### config.mk
export PLATFORM = sky130hd
export DESIGN_NAME = instr_mem_loader
export DESIGN_NICKNAME = d
export VERILOG_FILES = /design/src/rtl/instr_mem_loader.sv
export SDC_FILE = /design/constraint.sdc
export NUM_CORES = 1
export LEC_CHECK = 0
export ABC_AREA = 1
export BUFFER_PORTS_ARGS = -buffer_cell sky130_fd_sc_hd__clkbuf_2
export CORE_ASPECT_RATIO = 1.2
export CORE_UTILIZATION = 30
export DETAILED_ROUTE_END_ITERATION = 16
export PLACE_DENSITY = 0.53
export SYNTH_ARGS = -nofsm -noshare
export SYNTH_HDL_FRONTEND = slang
export SYNTH_SLANG_ARGS = --single-unit
export TNS_END_PERCENT = 30
### constraint.sdc
create_clock -name clk -period 3.1 [get_ports clk]
set_clock_uncertainty 0.2 [all_clocks]
set_input_delay 0 -clock clk [delete_from_list [all_inputs] [get_ports clk]]
set_output_delay 0 -clock clk [all_outputs]
set_load 0.01 [all_outputs]
### src/rtl/instr_mem_loader.sv
// ---------------------------------------------------------------------------
// instr_mem_loader
//   Write-side loader for the instruction memory. Accepts a byte stream,
//   packs bytes little-endian into 32-bit words and issues one write strobe
//   per word at consecutive word-aligned byte addresses starting at
//   BASE_ADDR. busy stays high for the whole load so the core can be held
//   in reset.
//
//   Optional feature macro: LOADER_CHECKSUM_EN
//     When defined, a running 32-bit sum of all written words is kept. After
//     the last word, four more bytes (little-endian) are received as the
//     expected sum, and chk_err reports a mismatch. When undefined, chk_err
//     is tied low and the last write goes straight to DONE.
//
// Ports
//   clk, rst_n     clock, asynchronous active-low reset
//   start          1-cycle pulse, begins a load (ignored while busy)
//   num_words      words to load, clamped to MAX_WORDS (0 allowed)
//   byte_valid     source presents byte_data
//   byte_data      stream byte
//   byte_ready     loader accepts a byte (transfer on valid & ready)
//   wr_en          1-cycle write strobe
//   wr_addr        byte address of the write
//   wr_data        instruction word written
//   busy           high from start until completion
//   done           sticky completion flag, cleared by the next start
//   words_written  write strobes issued since the last start
//   chk_err        checksum mismatch (0 without LOADER_CHECKSUM_EN)
// ---------------------------------------------------------------------------
module instr_mem_loader #(
  parameter int                    ADDR_WIDTH = 32,
  parameter logic [ADDR_WIDTH-1:0] BASE_ADDR  = '0,
  parameter int                    MAX_WORDS  = 64
) (
  input  logic                  clk,
  input  logic                  rst_n,
  input  logic                  start,
  input  logic [15:0]           num_words,
  input  logic                  byte_valid,
  input  logic [7:0]            byte_data,
  output logic                  byte_ready,
  output logic                  wr_en,
  output logic [ADDR_WIDTH-1:0] wr_addr,
  output logic [31:0]           wr_data,
  output logic                  busy,
  output logic                  done,
  output logic [15:0]           words_written,
  output logic                  chk_err
);

  localparam logic [15:0] LP_MAX_WORDS = 16'(MAX_WORDS);

  typedef enum logic [2:0] {
    S_IDLE,
    S_RECV,
    S_WRITE,
`ifdef LOADER_CHECKSUM_EN
    S_CHK,
`endif
    S_DONE
  } state_t;

  state_t          r_state;
  logic [15:0]     r_n;
  logic [1:0]      r_lane;
  // Lower three bytes of the word being assembled; bytes shift in from the
  // top so that after three bytes lane 0 sits in bits [7:0].
  logic [23:0]     r_word;

  logic                  w_hs;
  logic [31:0]           w_word;
  logic [15:0]           w_n_clamp;
  logic [15:0]           w_ww_next;
  logic [ADDR_WIDTH-1:0] w_addr;

  assign w_hs      = byte_valid & byte_ready;
  assign w_word    = {byte_data, r_word};
  assign w_n_clamp = (num_words > LP_MAX_WORDS) ? LP_MAX_WORDS : num_words;
  assign w_ww_next = words_written + 16'd1;
  assign w_addr    = BASE_ADDR + ADDR_WIDTH'({words_written, 2'b00});

`ifdef LOADER_CHECKSUM_EN
  logic [31:0] r_sum;
`else
  assign chk_err = 1'b0;
`endif

  always_ff @(posedge clk or negedge rst_n) begin
    if (!rst_n) begin
      r_state       <= S_IDLE;
      r_n           <= '0;
      r_lane        <= '0;
      r_word        <= '0;
      byte_ready    <= 1'b0;
      wr_en         <= 1'b0;
      wr_addr       <= BASE_ADDR;
      wr_data       <= '0;
      busy          <= 1'b0;
      done          <= 1'b0;
      words_written <= '0;
`ifdef LOADER_CHECKSUM_EN
      r_sum         <= '0;
      chk_err       <= 1'b0;
`endif
    end else begin
      wr_en <= 1'b0;
      unique case (r_state)
        S_IDLE, S_DONE: begin
          if (start) begin
            r_n           <= w_n_clamp;
            done          <= 1'b0;
            words_written <= '0;
            r_lane        <= '0;
            busy          <= 1'b1;
`ifdef LOADER_CHECKSUM_EN
            r_sum         <= '0;
            chk_err       <= 1'b0;
`endif
            if (w_n_clamp == '0) begin
              // Empty load: one cycle in DONE with busy still high, then
              // the DONE branch below drops busy and raises done.
              r_state    <= S_DONE;
              byte_ready <= 1'b0;
            end else begin
              r_state    <= S_RECV;
              byte_ready <= 1'b1;
            end
          end else if (r_state == S_DONE) begin
            busy <= 1'b0;
            done <= 1'b1;
          end
        end

        S_RECV: begin
          if (w_hs) begin
            r_word <= {byte_data, r_word[23:8]};
            r_lane <= r_lane + 2'd1;
            if (r_lane == 2'd3) begin
              r_state    <= S_WRITE;
              byte_ready <= 1'b0;
              wr_en      <= 1'b1;
              wr_data    <= w_word;
              wr_addr    <= w_addr;
`ifdef LOADER_CHECKSUM_EN
              r_sum      <= r_sum + w_word;
`endif
            end
          end
        end

        S_WRITE: begin
          words_written <= w_ww_next;
          r_lane        <= '0;
          byte_ready    <= 1'b1;
          if (w_ww_next == r_n) begin
`ifdef LOADER_CHECKSUM_EN
            r_state    <= S_CHK;
`else
            r_state    <= S_DONE;
            byte_ready <= 1'b0;
            busy       <= 1'b0;
            done       <= 1'b1;
`endif
          end else begin
            r_state <= S_RECV;
          end
        end

`ifdef LOADER_CHECKSUM_EN
        S_CHK: begin
          if (w_hs) begin
            r_word <= {byte_data, r_word[23:8]};
            r_lane <= r_lane + 2'd1;
            if (r_lane == 2'd3) begin
              chk_err    <= (w_word != r_sum);
              r_state    <= S_DONE;
              byte_ready <= 1'b0;
              busy       <= 1'b0;
              done       <= 1'b1;
            end
          end
        end
`endif

        default: r_state <= S_IDLE;
      endcase
    end
  end

endmodule

==> metrics.md, run 1 <==
| Metric | Value |
|---|---|
| P_leak | 3.30 nW |
| Switching power | 1.52 mW |
| Cts repair resizes | 0 |
| Critical path data required time | 3.14 ns |
| Routability cong. | 0.782 |
| Sequential-to-total area share from yosys stat | 0.545 |
| Period utilization | 0.895 |
| Status | completed |
| Synth area leaders | dfrtp_1 (55%), nand2_1 (15%), o21ai_0 (6.5%) |
| Unrepaired setup endpoints after global routing | false |
| Sum Neg Setup Slack | 0 ns |
| Worst-Margin Slew | 0.805 ns |
| Final Hold Viols | 0 |
| Initial drt markers | 272 |
| Comb pwr share | 0.278 |
| Fillers | 1733 |
| Largest net degree at the start of global routing | 61 |
| Initial antenna violation count | 0 |
| Drt total wl | 13100 µm |
| Antenna cells | 0 |
| R2R Setup Slk | 0.33 ns |
| Clk_lat worst skew | 0.35 ns |
| Post-route ant nets | 0 |
| Total gr overflow | 0 |
| Vias | 4321 |
| Clock share of power | 0.288 |
| NumNets Final | 782 |
| Area leader, netlist | dfrtp_1 |
| Post-synth top area share | 0.545 |
| Clock transition at the registers of the reported paths | 0.07 ns |
| Count of input and output buffers | 95 |
| First-pass GRT wire length | 21400 µm |
| Headroom to the max-slew limit | 0.464 |
| CTS tree | done |
| Post-Syn Area per Cell | 8.27 µm² |
| Worst hold margin | 0.0657 ns |
| Crit-path max FO | 9 |
| Final Util | 0.384 |
| Pint | 2.93 mW |
| Layout area overhead | 25.4% |
| Startpoint Class | register |
| Crit. Startpoint | r_state[0] |
| Seq pwr share | 0.434 |
| Initial Utilization | 0.306 |
| Root buffer cell | clkbuf_16 |
| Detailed Routing Iterations Pass 1 | 4 |
| Core ar. | 16800 µm² |
| Routed wire per std cell | 13.5 µm |
| Die width | 122 µm |
| Via density per instance | 4.46 |
| Peak Freq | 0.361 GHz |
| H-tree Lvls | 3 |
| Max Transition Viols Final | 0 |
| Count of cell types in the netlist | 28 |
| Crit path to | r_n[5] |
| R2R depth | 8 |
| Mapped Area | 5140 µm² |
| Gr usage total | 0.155 |
| Reg2reg end | r_n[5] |
| Final WS setup | 0.326 ns |
| Die Y | 145 µm |
| Synth Register Bits | 112 |
| Share of cells above drive strength 1 | 0.183 |
| Detailed Place HPWL | 9370 µm |
| FP Rows | 52 |
| CTS Buf Count | 9 |
| Final Power | 4.45 mW |
| Dpl ws | 0.782 ns |
| Vias in the first global route | 4128 |
| # DRC | 0 |
| Num ports | 113 |
| Post-Syn Instances | 622 |
| Worst r2r src | r_state[0] |
| Maxcap violations | 0 |
| Setup Viol. Count Final | 0 |
| Worst Hold Class | input pin to asynchronous set/reset pin |
| Critical path capture point type | register |
| CTS Buffer Depth | 2 |
| Yosys Warn Count | 0 |
| CP arrival | 2.81 ns |
| Die area | 17700 µm² |
| Setup CP Type | register to register |
| Pwr dens | 689 nW/µm² |
| Sw frac | 0.341 |
| Setup Fix Bufs, Post-CTS | 0 |
| Min Clock Period, post-route | 2.77 ns |
| Worst VDD drop | 0.492 mV |
| CTS Sinks | 112 |
-- cells in the mapped netlist --
cell type  instances
ha_1               6
nand2_1          200
nand2_2            6
dfrtp_1          112
nor2_4             4
nor4_1             1
buf_4             17
o41ai_1            1
buf_2              1
clkbuf_1          14
o22ai_1           13
o21ai_0           67
xor2_1             1
nor2_2             4
a21oi_1            3
nor3_1             1
xnor3_1            1
clkinv_1           2
nor2_1            35
o21ai_2            1
nand4_1           10
a32o_1             1
nand3_1           44
a21boi_1           1
inv_2              3
nand3b_1           1
inv_1             71
conb_1             1
-- cell families after synthesis --
kind of cell,synth area share
and+or+nand+nor,0.251
DFF,0.545
buffers and inverters,0.0915
AOI/OAI and AO/OA,0.0908
adders and majority gates,0.0146
xor gates and xnor gates,0.00608
other,0.000729
-- power groups by stage --
stage                     Clock [mW]  Combinational, mW  Sequential (mW)
final                           1.28               1.23             1.93
after global routing            1.38               1.41             1.98
after CTS                       1.32               1.25             1.94
after detailed placement           0               1.23             1.96
after global placement             0               1.23             1.96
after floorplan                    0              0.722             1.99
-- worst max-delay path, cell delays in order (launching register included) --
cell and delay, ns:
dfrtp_1 0.42, inv_1 0.06, ha_1 0.36, nand2_1 0.11, clkinv_1 0.22, nand3_1 0.15
dlygate4sd3_1 0.55, nand2_1 0.04, dlygate4sd3_1 0.54
-- timing repair --
action                                  CTS  global route
endpoints found under the setup margin    0             0
endpoints found under the hold margin    87             0
hold buffers                             28             0
-- stage by stage --
step / instance area [µm²] / cells
detailed placement: 5840 / 925
global placement: 5840 / 925
finish: 6450 / 969
floorplan: 5200 / 638
CTS: 6450 / 969
global route: 6450 / 969
-- how the worst min path moves through the flow --
stage / depth (start not counted) / start / slack [ns] / endpoint
2_1_floorplan: 0 / rst_n / -0.50 / busy
3_3_place_gp: 1 / rst_n / -0.05 / wr_en
3_5_place_dp: 1 / rst_n / -0.06 / wr_en
4_1_cts: 9 / num_words[9] / 0.07 / byte_ready
5_1_grt: 2 / rst_n / 0.15 / wr_en
6_report: 2 / rst_n / 0.07 / wr_data[14]
-- cells in the final DEF, fill, tap and decap left out --
master,count
a21boi_1,1
a21oi_1,3
a32o_1,1
buf_12,1
buf_4,8
bufinv_16,2
clkbuf_16,9
clkbuf_2,94
clkbuf_8,1
clkinv_1,2
clkinv_2,1
clkinv_4,1
clkinvlp_4,1
conb_1,17
dfrtp_1,112
dlygate4sd3_1,28
ha_1,6
inv_1,71
inv_2,3
inv_6,1
nand2_1,199
nand2_2,7
nand3_1,44
nand3b_1,1
nand4_1,10
nor2_1,35
nor2_2,4
nor2_4,4
nor3_1,1
nor4_1,1
o21ai_0,67
o21ai_2,1
o22ai_1,13
o41ai_1,1
xnor3_1,1
xor2_1,1
-- per-layer routing --
| layer | track usage | vias up | routed length, µm |
|---|---|---|---|
| met2 | 0.260 | 99 | 6400 |
| met1 | 0.196 | 2013 | 5850 |
| met5 | 0 | - | 0 |
| li1 | - | 2197 | - |
| met4 | 0.0481 | 0 | 173 |
| met3 | 0.0353 | 12 | 630 |
-- state kept, by name, indices dropped and copies added (netlist names) --
| register | count |
|---|---|
| r_state | 2 |
| wr_en | 1 |
| r_n | 16 |
| done | 1 |
| byte_ready | 1 |
| r_word | 24 |
| wr_data | 32 |
| busy | 1 |
| r_lane | 2 |
| words_written | 16 |
| wr_addr | 16 |
-- area by class of cell --
class,instances,area [µm²],share of cell area
Sequential cell,112,2800,0.435
Clock inverter,6,90.1,0.0140
Tap cell,216,270,0.0419
Multi-Input combinational cell,418,1930,0.299
Inverter,76,285,0.0442
Timing Repair Buffer,131,831,0.129
Clock buffer,10,239,0.0371
No activity file was read; power rests on OpenSTA's default activity.
==> inputs of run 2 (changes only) <==
==> constraint.sdc (replaced) <==
create_clock -name clk -period 3.5 [get_ports clk]
set_clock_uncertainty 0.2 [all_clocks]
set_input_delay 0 -clock clk [delete_from_list [all_inputs] [get_ports clk]]
set_output_delay 0 -clock clk [all_outputs]
set_load 0.01 [all_outputs]
==> metrics.md, run 2 (synthesis results as in run 1) <==
| Metric | Value |
|---|---|
| Drt total wl | 12700 µm (-2.7%) |
| H-tree Lvls | 3 (unchanged) |
| Post-route ant nets | 0 (unchanged) |
| Max Transition Viols Final | 0 (unchanged) |
| Number of flip-flops under the largest register name | 32 (unchanged) |
| Unrepaired setup endpoints after global routing | false |
| Routability cong. | 0.821 (+5.1%) |
| Most common cell after layout, fill and taps aside | nand2_1 |
| Final WS setup | 0.406 ns (+0.0796 ns) |
| Global routing's busiest layer | met2 |
| Placed instance area | 5810 µm² (-0.47%) |
| CTS Sinks | 112 (unchanged) |
| Cts repair resizes | 0 (unchanged) |
| FP Rows | 52 (unchanged) |
| CTS tree | done |
| Die Y | 145 µm (unchanged) |
| Num ports | 113 (unchanged) |
| Dpl ws | 1.21 ns (+0.427 ns) |
| Gr usage total | 0.151 (-0.00429) |
| R2R Setup Slk | 0.41 ns (+0.08 ns) |
| CTS Buffer Depth | 2 (unchanged) |
| Crit-path max FO | 18 (+9) |
| Sum Neg Setup Slack | 0 ns (unchanged) |
| Sw frac | 0.346 (+0.00426) |
| Period utilization | 0.884 (-0.0107) |
| Reg2reg end | r_n[5] |
| Clock share of power | 0.270 (-0.018) |
| Worst hold margin | 0.0557 ns (-0.00992 ns) |
| # DRC | 0 (unchanged) |
| Worst-Margin Slew | 0.734 ns (-0.0705 ns) |
| Setup CP Type | register to register |
| Peak Freq | 0.323 GHz (-10%) |
| Startpoint Class | register |
| Detailed Place HPWL | 9170 µm (-2.1%) |
| Initial Utilization | 0.306 (unchanged) |
| Die width | 122 µm (unchanged) |
| Vias in the first global route | 4079 (-1.2%) |
| Routed wire per std cell | 13.1 µm (-2.4%) |
| Root buffer cell | clkbuf_16 |
| Met3 Use GR | 0.0317 (-0.00353) |
| Comb pwr share | 0.283 (+0.005) |
| Final Hold Viols | 0 (unchanged) |
| Crit. Startpoint | r_state[0] |
| Worst Hold Class | input pin to asynchronous set/reset pin |
| NumNets Final | 780 (-0.26%) |
| Biggest regs | wr_data (32), r_word (24) |
| Initial drt markers | 248 (-8.8%) |
| Largest reg by FF count | wr_data |
| GR Util met2 | 0.245 (-0.0142) |
| Final Power | 3.83 mW (-14%) |
| Count of input and output buffers | 95 (unchanged) |
| Grt met1 use | 0.195 (-0.00102) |
| P_leak | 3.27 nW (-1.0%) |
| Setup Viol. Count Final | 0 (unchanged) |
| Via density per instance | 4.48 (+0.38%) |
| Critical path data required time | 3.53 ns (+0.39 ns) |
| Die area | 17700 µm² (unchanged) |
| Worst VDD drop | 0.312 mV (-37%) |
| Maxcap violations | 0 (unchanged) |
| Initial antenna violation count | 0 (unchanged) |
| Layout area overhead | 24.1% |
| Core ar. | 16800 µm² (unchanged) |
| Min Clock Period, post-route | 3.09 ns (+0.320 ns) |
| Status | completed |
| Detailed Routing Iterations Pass 1 | 4 (unchanged) |
| Post-layout instance area | 6380 µm² (-1.0%) |
| Antenna cells | 0 (unchanged) |
| Switching power | 1.32 mW (-13%) |
| Commonest cells after routing, fill and taps aside | nand2_1 (199), dfrtp_1 (112), clkbuf_2 (94) |
| R2R depth | 8 (unchanged) |
| Critical path capture point type | register |
| CTS Buf Count | 9 (unchanged) |
| Headroom to the max-slew limit | 0.511 (+0.0470) |
| Clock transition at the registers of the reported paths | 0.07 ns (about the same) |
| Crit path to | r_n[5] |
| CP arrival | 3.13 ns (+0.32 ns) |
| Pwr dens | 600 nW/µm² (-13%) |
| Share of cells above drive strength 1 | 0.177 (-0.00593) |
| Total gr overflow | 0 (unchanged) |
| Pint | 2.50 mW (-14%) |
| Worst r2r src | r_state[0] |
| Seq pwr share | 0.447 (+0.013) |
| Vias | 4324 (+0.069%) |
| First-pass GRT wire length | 20800 µm (-2.8%) |
| Clk_lat worst skew | 0.35 ns (about the same) |
| Largest net degree at the start of global routing | 81 (+33%) |
==> run 2: worst min-delay path by stage <==
stage | start | endpoint | slack (ns) | cells after the start
2_1_floorplan | rst_n | busy | -0.50 | 0
3_3_place_gp | rst_n | wr_en | -0.08 | 1
3_5_place_dp | rst_n | wr_en | -0.08 | 1
4_1_cts | rst_n | wr_en | 0.09 | 2
5_1_grt | rst_n | wr_en | 0.13 | 2
6_report | rst_n | wr_en | 0.06 | 2
==> run 2: power by group through the flow <==
stage,Combinational (mW),Clock [mW],Sequential (mW)
after detailed placement,1.08,0,1.74
after CTS,1.11,1.06,1.71
after global routing,1.23,1.12,1.75
after floorplan,0.639,0,1.76
final,1.08,1.03,1.71
after global placement,1.07,0,1.74
==> run 2: repair_timing <==
| item | 4_1_cts | 5_1_grt |
|---|---|---|
| hold buffers | 28 | 0 |
| hold endpoints to repair | 83 | 0 |
| endpoints found under the setup margin | 0 | 0 |
| buffers inserted | 0 | 0 |
==> run 2: final cells by class <==
type / count / area (µm²)
Clock buffer: 12 / 246
Sequential cell: 112 / 2800
Clock inverter: 3 / 42.5
Inverter: 76 / 285
Tap cell: 216 / 270
Multi-Input combinational cell: 418 / 1930
Timing Repair Buffer: 129 / 803
Fill cell: 1793 / 10400
==> run 2: worst max-delay path, stage by stage (launching register included) <==
cell           delay (ns)
dfrtp_1              0.42
inv_1                0.06
ha_1                 0.34
nand2_1              0.10
clkinv_1             0.46
nand3_1              0.25
dlygate4sd3_1        0.57
nand2_1              0.04
dlygate4sd3_1        0.54
==> run 2: metal layers <==
metal,wire [µm],part of all wire
met5,0,0
met4,275,0.022
met3,548,0.043
met2,6000,0.47
met1,5870,0.46
==> run 2: through the flow <==
step,instances,util
finish,966,0.380
CTS,966,0.380
global placement,923,0.346
floorplan,638,-
global route,966,0.380
detailed placement,923,0.346
==> inputs of run 3 (changes only) <==
--- a/config.mk
+++ b/config.mk
@@ -11,6 +11,7 @@
 export CORE_UTILIZATION = 30
 export DETAILED_ROUTE_END_ITERATION = 16
 export PLACE_DENSITY = 0.53
+export RECOVER_POWER = 100
 export SYNTH_ARGS = -nofsm -noshare
 export SYNTH_HDL_FRONTEND = slang
 export SYNTH_SLANG_ARGS = --single-unit
==> metrics.md, run 3 (synthesis results as in run 1) <==
| Metric | Value |
|---|---|
| Count of input and output buffers | 95 (unchanged) |
| Fin cells | 966 (unchanged) |
| Largest reg by FF count | wr_data |
| Commonest cells after routing, fill and taps aside | nand2_1 (200), dfrtp_1 (112), inv_1 (71), clkbuf_1 (71), o21ai_0 (67) |
| # DRC | 0 (unchanged) |
| Setup Viol. Count Final | 0 (unchanged) |
| Unrepaired setup endpoints after global routing | false |
| Antenna cells | 0 (unchanged) |
| Status | completed |
| Detailed Routing Iterations Pass 1 | 4 (unchanged) |
| Critical path capture point type | register |
| Layout area overhead | 22.0% |
| CP arrival | 3.12 ns (about the same) |
| First-pass GRT wire length | 20800 µm (unchanged) |
| Sum Neg Setup Slack | 0 ns (unchanged) |
| NumNets Final | 780 (unchanged) |
| Startpoint Class | register |
| Initial antenna violation count | 0 (unchanged) |
| Share of cells above drive strength 1 | 0.0813 (-0.0960) |
| Num ports | 113 (unchanged) |
| Worst-Margin Slew | 1.43 ns (+0.700 ns) |
| Total gr overflow | 0 (unchanged) |
| Drt total wl | 12700 µm (+0.42%) |
| Met2 routed WL | 5970 µm (-0.48%) |
| Via density per instance | 4.44 (-0.88%) |
| Max Transition Viols Final | 0 (unchanged) |
| Initial drt markers | 215 (-13%) |
| CTS tree | done |
| Most common cell after layout, fill and taps aside | nand2_1 |
| H-tree Lvls | 3 (unchanged) |
| Dpl ws | 1.21 ns (unchanged) |
| CTS Sinks | 112 (unchanged) |
| M1 wire length | 5910 µm (+0.63%) |
| Final Util | 0.374 (-0.00663) |
| Setup CP Type | register to register |
| Vias | 4286 (-0.88%) |
| Core ar. | 16800 µm² (unchanged) |
| Clock transition at the registers of the reported paths | 0.07 ns (about the same) |
| Wire length on met3 | 594 µm (+8.4%) |
| Worst VDD drop | 0.312 mV (about the same) |
| FP Rows | 52 (unchanged) |
| Routability cong. | 0.821 (unchanged) |
| Highest Signal Layer | met4 |
| Worst hold margin | 0.111 ns (+0.0557 ns) |
| CTS Buf Count | 9 (unchanged) |
| Die area | 17700 µm² (unchanged) |
| Placed cell count | 923 (unchanged) |
| Crit-path max FO | 18 (unchanged) |
| Biggest regs | wr_data (32), r_word (24) |
| Largest net degree at the start of global routing | 81 (unchanged) |
| Initial Utilization | 0.306 (unchanged) |
| Period utilization | 0.883 (about the same) |
| Setup Fix Bufs, Post-CTS | 0 (unchanged) |
| Final Hold Viols | 0 (unchanged) |
| Pwr dens | 603 nW/µm² (+0.50%) |
| Vias in the first global route | 4079 (unchanged) |
| Final WS setup | 0.409 ns (+0.00286 ns) |
| P_leak | 3.03 nW (-7.2%) |
| Die Y | 145 µm (unchanged) |
| CTS Buffer Depth | 2 (unchanged) |
| Die width | 122 µm (unchanged) |
| Peak Freq | 0.323 GHz (about the same) |
| Headroom to the max-slew limit | 0.0439 (-0.467) |
| Post-route ant nets | 0 (unchanged) |
| Number of flip-flops under the largest register name | 32 (unchanged) |
| Routed wire per std cell | 13.2 µm (+0.42%) |
| Detailed Place HPWL | 9170 µm (unchanged) |
| Clk_lat worst skew | 0.35 ns (about the same) |
| Min Clock Period, post-route | 3.09 ns (-0.00286 ns) |
| Worst Hold Class | input pin to register |
| Root buffer cell | clkbuf_16 |
| Critical path data required time | 3.53 ns (about the same) |
| Maxcap violations | 0 (unchanged) |
| Gr usage total | 0.151 (unchanged) |
[run 3: cell count changes in the layout (fill, tap and decap cells not counted)]
cell      before  now
clkbuf_2      94   30
nand2_2        7    6
a21boi_0       0    1
buf_4          7    2
nand2_1      199  200
nor2_1        35   37
a21boi_1       1    0
clkbuf_1       2   71
nor2_2         4    3
nor2_4         4    3
[run 3: path summary, 6_finish.rpt]
check                      cells past startpoint           to  slack [ns]         start
setup / recovery                               8       r_n[5]        0.41    r_state[0]
hold / removal                                 9   byte_ready        0.11  num_words[9]
setup reg to reg                               8       r_n[5]        0.41    r_state[0]
hold reg to reg                                2   wr_data[5]        0.27     r_word[5]
max in group asynchronous                      3  wr_addr[13]        1.32         rst_n
min in group asynchronous                      2        wr_en        0.32         rst_n
[run 3: critical path, stage by stage (launching register included)]
cell and delay (ns):
dfrtp_1 0.42, inv_1 0.06, ha_1 0.34, nand2_1 0.10, clkinv_1 0.46, nand3_1 0.25
dlygate4sd3_1 0.57, nand2_1 0.04, dlygate4sd3_1 0.54
[run 3: final cells by class]
type	count	area (µm²)
tap	216	270
clock buffer	12	246
sequential	112	2800
timing repair buffer	129	704
fill	1831	10500
clock inverter	3	42.5
inverter	76	285
multi-input combinational	418	1920
[run 3: per-layer routing]
metal	global-route usage	vias up
li1	-	2183
met1	0.195	1991
met2	0.245	95
met3	0.0317	17
met4	0.0556	0
met5	0	-
[run 3: stage by stage]
stage | cell area, µm² | power [mW]
floorplan | 5200 | 2.40
global placement | 5810 | 2.80
detailed placement | 5810 | 2.82
CTS | 6380 | 3.88
global route | 6270 | 4.05
finish | 6270 | 3.78
[run 3: repair_timing]
| action | CTS | global route |
|---|---|---|
| hold buffers | 28 | 0 |
| hold endpoints to repair | 83 | 0 |
| gates resized for setup | 0 | 0 |
[run 3: report_power, final]
part           switching, mW  total (mW)  internal, mW
clock                  0.466        1.04         0.571
sequential             0.146        1.71          1.56
combinational          0.708        1.03         0.324
total                   1.32        3.78          2.46
